$ cat config.mk
export PLATFORM = sky130hd
export DESIGN_NAME = hazard_stall_ctrl
export DESIGN_NICKNAME = d
export VERILOG_FILES = /design/src/rtl/hazard_stall_ctrl.sv
export SDC_FILE = /design/constraint.sdc
export NUM_CORES = 1
export LEC_CHECK = 0
export CORE_MARGIN = 1
export CORE_UTILIZATION = 50
export CTS_BUF_LIST = sky130_fd_sc_hd__clkbuf_2 sky130_fd_sc_hd__clkbuf_4 sky130_fd_sc_hd__clkbuf_8
export CTS_CLUSTER_DIAMETER = 150
export DETAILED_ROUTE_END_ITERATION = 10
export MAX_ROUTING_LAYER = met4
export PLACE_DENSITY = 0.95
export SKIP_CTS_REPAIR_TIMING = 1
export SYNTH_ARGS = -nofsm -noshare
export SYNTH_HDL_FRONTEND = slang
export SYNTH_SLANG_ARGS = --single-unit
$ cat constraint.sdc
create_clock -name clk -period 3.78 [get_ports clk]
set_input_delay 0.567 -clock clk [delete_from_list [all_inputs] [get_ports clk]]
set_output_delay 0.567 -clock clk [all_outputs]
set_load 0.03 [all_outputs]
$ cat src/rtl/hazard_stall_ctrl.sv
// Pipeline hazard/stall sequencer: bubble (hold) and flush (clear) for IF/ID/EX/MEM/WB segments.
// Latency: bubble/flush are combinational from state and inputs; state and counters are registered.
// Backpressure: a data-cache miss holds IF..MEM and drains WB until cache_done; other hazards never stall >1 cycle.
module hazard_stall_ctrl #(
  parameter int MISS_TIMEOUT = 1023,
  parameter int CNT_W        = 32
) (
  input  logic             clk,
  input  logic             rst,
  input  logic [4:0]       rs1_ID,
  input  logic [4:0]       rs2_ID,
  input  logic             rs1_used_ID,
  input  logic             rs2_used_ID,
  input  logic [4:0]       rd_EX,
  input  logic             reg_write_en_EX,
  input  logic             wb_select_EX,
  input  logic             br_taken_EX,
  input  logic             jalr_EX,
  input  logic             jal_ID,
  input  logic             cache_miss,
  input  logic             cache_done,
  output logic             bubbleF,
  output logic             bubbleD,
  output logic             bubbleE,
  output logic             bubbleM,
  output logic             bubbleW,
  output logic             flushF,
  output logic             flushD,
  output logic             flushE,
  output logic             flushM,
  output logic             flushW,
  output logic [CNT_W-1:0] miss_stall_cycles,
  output logic             timeout_err
);

  // Wide enough to hold MISS_TIMEOUT; saturates at all-ones, which is >= MISS_TIMEOUT.
  localparam int WAIT_W = (MISS_TIMEOUT < 2) ? 1 : $clog2(MISS_TIMEOUT + 1);

  typedef enum logic {
    RUN      = 1'b0,
    MEM_WAIT = 1'b1
  } state_t;

  state_t            state, state_nxt;
  logic [WAIT_W-1:0] wait_cnt;
  logic              load_use;

  // A load in EX whose destination is read by the instruction in ID cannot be forwarded in time.
  always_comb begin
    load_use = wb_select_EX & reg_write_en_EX & (rd_EX != 5'd0) &
               ((rs1_used_ID & (rd_EX == rs1_ID)) | (rs2_used_ID & (rd_EX == rs2_ID)));
  end

  // Next state and prioritised bubble/flush decode; reset forces a full pipeline clear.
  always_comb begin
    state_nxt = state;
    bubbleF   = 1'b0;
    bubbleD   = 1'b0;
    bubbleE   = 1'b0;
    bubbleM   = 1'b0;
    bubbleW   = 1'b0;
    flushF    = 1'b0;
    flushD    = 1'b0;
    flushE    = 1'b0;
    flushM    = 1'b0;
    flushW    = 1'b0;
    if (rst) begin
      flushF = 1'b1;
      flushD = 1'b1;
      flushE = 1'b1;
      flushM = 1'b1;
      flushW = 1'b1;
    end else begin
      case (state)
        RUN: begin
          if (cache_miss) begin
            // Control hazards seen this cycle stay in their held stages and are re-seen later.
            bubbleF   = 1'b1;
            bubbleD   = 1'b1;
            bubbleE   = 1'b1;
            bubbleM   = 1'b1;
            flushW    = 1'b1;
            state_nxt = MEM_WAIT;
          end else if (br_taken_EX || jalr_EX) begin
            flushD = 1'b1;
            flushE = 1'b1;
          end else if (load_use) begin
            bubbleF = 1'b1;
            bubbleD = 1'b1;
            flushE  = 1'b1;
          end else if (jal_ID) begin
            flushD = 1'b1;
          end
        end
        MEM_WAIT: begin
          // The done cycle still stalls; the MEM instruction advances on the following edge.
          bubbleF = 1'b1;
          bubbleD = 1'b1;
          bubbleE = 1'b1;
          bubbleM = 1'b1;
          flushW  = 1'b1;
          if (cache_done) state_nxt = RUN;
        end
        default: state_nxt = RUN;
      endcase
    end
  end

  // State register.
  always_ff @(posedge clk or posedge rst) begin
    if (rst) state <= RUN;
    else     state <= state_nxt;
  end

  // Miss wait counter, saturating stall counter and sticky watchdog.
  always_ff @(posedge clk or posedge rst) begin
    if (rst) begin
      wait_cnt          <= '0;
      miss_stall_cycles <= '0;
      timeout_err       <= 1'b0;
    end else begin
      if (state == RUN) begin
        if (cache_miss) wait_cnt <= WAIT_W'(1);
      end else begin
        if (wait_cnt != {WAIT_W{1'b1}})          wait_cnt <= wait_cnt + 1'b1;
        if (miss_stall_cycles != {CNT_W{1'b1}}) miss_stall_cycles <= miss_stall_cycles + 1'b1;
        if (wait_cnt >= WAIT_W'(MISS_TIMEOUT))   timeout_err <= 1'b1;
      end
    end
  end

endmodule

==> out/metrics.csv <==
metric,value,unit
antenna_cells,0,
cp_slowest_stage_delay,660,ps
powerDensity,442,nW/µm²
initial_utilization,53.5,%
firstDrtPassIters,7,
skew,13.6,ps
vias,2073,
cp.arrival,2770,ps
grt_first_pass_wirelength,8.99,mm
wirelength,5.50,mm
dp_hpwl,4.12,mm
cts_sinks,44,
die_w,71.2,µm
syn_area,2390,µm²
antenna_found_initial,0,
yosysUniqueCellTypes,39,
htreeDepth,2,
cts_root_buf,clkbuf_8,
path_clk_slew,80,ps
crit_slowest_cell,clkdlybuf4s50_1,
whs_path_depth,1,
clk_path_buf_depth,2,
final_core_util,71.6,%
status,"complete, but fails checks",
final_antenna_net_count,0,
fin_crit,3340,ps
final-max-slew-violation-count,0,
drc,7,
area_growth,33.9,%
synth-seq-cells,44,
portBuffers,67,
startpoint_type,primary input,
cts_made_buffers,5,
via_per_inst,5.77,
worst_pin_slew,744,ps
power,0.00141,W
tns,0,ps
finalHoldViolCount,0,
final.period_utilization,88.3,%
clock.fmax,300,MHz
hp-class,flip-flop to flip-flop,
cp.depth,7,
yosysSeqAreaShare,46.0,%
synth_area_per_cell,10.0,µm²
cp_num_buf_inv,2,
fill_cells,307,
rsz0062_at_grt,false,
max_cap_violations,0,
p_leak,1.33,nW
yosys_warnings,0,
grt-ovfl-total,0,
drive_above_1_share,6.51,%
clock_latency,310,ps
track_usage,23.7,%
path_max_fanout,3,
worstSetupPathType,primary input to output pin,
tritoncts,built,
hold_slack,483,ps
drt_iter0_markers,102,
layout.cells.most_common_list,"clkdlybuf4s50_1 (67), dfrtp_1 (44), xnor2_1 (25), nand3_1 (20), xor2_1 (19)",
gp_congestion,0.806,
num_rows,24,
grt_pass1_vias,1923,
layout_commonest_cell,clkdlybuf4s50_1,
grt_max_degree,47,
synth-main-ff-cell,dfrtp_1,
dp.cells,351,
design.portCount,69,
reg2regPathDepth,5,
worstSetupEndpointType,output pin,
async_flop_share,100,%
synth-edff-count,0,
wire_per_inst,15.3,µm
violations,design-rule violations,
syn-num-nets,267,
syn_inst,239,
crit_family,buffers and inverters,
cp.required,3210,ps
crit_path_cell_trace,"clkdlybuf4s50_1, xor2_1, nor4_1, nand3_1, a21oi_1, a21o_1, clkdlybuf4s50_1",
die-height,71.2,µm
nets,334,
cp_common_cell,clkdlybuf4s50_1,
core,4470,µm²
layout.cells.non_filler,359,
slew_headroom,49.9,%
die_area,5070,µm²
setup_viol,0,
max-vdd-ir-drop,0.514,mV
==> flip-flops by register name, summed over array words and instances, names as in the netlist <==
register and count:
timeout_err 1, miss_stall_cycles 32, state 1, wait_cnt 10
==> final timing paths <==
kind                                                  startpoint  slack, ps                                 to
min in group asynchronous                                    rst        860  miss_stall_cycles[30]$_DFFE_PP0P_
worst max-delay path                                    rd_EX[2]        440                            bubbleF
worst max register to register  miss_stall_cycles[0]$_DFFE_PP0P_       1570   miss_stall_cycles[1]$_DFFE_PP0P_
worst min register to register           timeout_err$_DFFE_PP0P_        480            timeout_err$_DFFE_PP0P_
worst min-delay path                     timeout_err$_DFFE_PP0P_        480            timeout_err$_DFFE_PP0P_
max in group asynchronous                                    rst       2540                  state$_DFFE_PP0N_
==> synth_stat cells, types with 2 or more instances <==
cell | number | area (µm²)
or4_1 | 2 | 15.0
or2_2 | 2 | 12.5
nor3_1 | 10 | 50.1
nor2_1 | 11 | 41.3
o21ai_0 | 9 | 45.0
a21oi_1 | 11 | 55.1
inv_1 | 4 | 15.0
and3_1 | 6 | 37.5
and4_1 | 4 | 35.0
xor2_1 | 19 | 166
a21o_1 | 2 | 15.0
nor4_1 | 4 | 25.0
dfrtp_1 | 44 | 1100
nand2_1 | 18 | 67.6
o211ai_1 | 2 | 15.0
nand3_1 | 20 | 100
ha_1 | 2 | 25.0
nand4_2 | 2 | 25.0
mux2i_1 | 2 | 20.0
buf_4 | 5 | 37.5
clkbuf_1 | 3 | 11.3
a41oi_1 | 3 | 26.3
xnor2_1 | 25 | 219
nand4_1 | 14 | 87.6
==> cell type report <==
type	count	area, µm²	share of cell area [%]
clock buffers	6	82.6	2.58
clock inverters	2	38.8	1.21
inverters	4	15.0	0.469
multi-input cells	182	1220	38.0
flip-flops and latches	44	1100	34.4
well taps	52	65.1	2.03
repair buffers	69	686	21.4
==> worst reg2reg max path, stage by stage, from the launching register on <==
cell,delay [ps]
dfrtp_1,450
ha_1,250
nand3_1,110
nor4_1,640
a21o_2,320
mux2_1,330
==> cells by family (layout without fill, tap and decap cells) <==
| logic type | count (synthesis) | in the layout | share of synthesized area (%) |
|---|---|---|---|
| AND/OR/NAND/NOR | 97 | 97 | 22.9 |
| AO/OA/AOI/OAI | 35 | 35 | 9.31 |
| XOR/XNOR | 44 | 44 | 16.1 |
| multiplexers | 3 | 3 | 1.31 |
| adder cells (fa/ha/maj) | 2 | 2 | 1.05 |
| other | 1 | 1 | 0.157 |
| flip-flops | 44 | 44 | 46.0 |
| buffers and inverters | 13 | 81 | 3.14 |
==> metrics by stage <==
step | cell area [µm²] | setup WS, ps
after global placement | 3080 | 556
after detailed placement | 3080 | 442
final | 3200 | 443
after floorplan | 2390 | 1200
after global routing | 3200 | 329
after CTS | 3200 | 431
==> power by group <==
part | leakage, nW | total (W) | internal (W) | switching (W)
sequential | 0.592 | 0.000634 | 0.000530 | 0.000104
clock | 0.0614 | 0.000382 | 0.000216 | 0.000165
combinational | 0.672 | 0.000399 | 0.000179 | 0.000220
==> routing by layer <==
metal  vias to the layer above  GRT usage, %  part of all wire, %  wire, µm
li1                        998             -                    -         -
met4                         0          7.56                  1.1        59
met5                         -             -                    0         0
met3                         6          5.13                  6.7       371
met1                       983          29.4                   42      2320
met2                        86          38.6                   50      2750
Note: power is estimated with default switching activity, not from simulation.
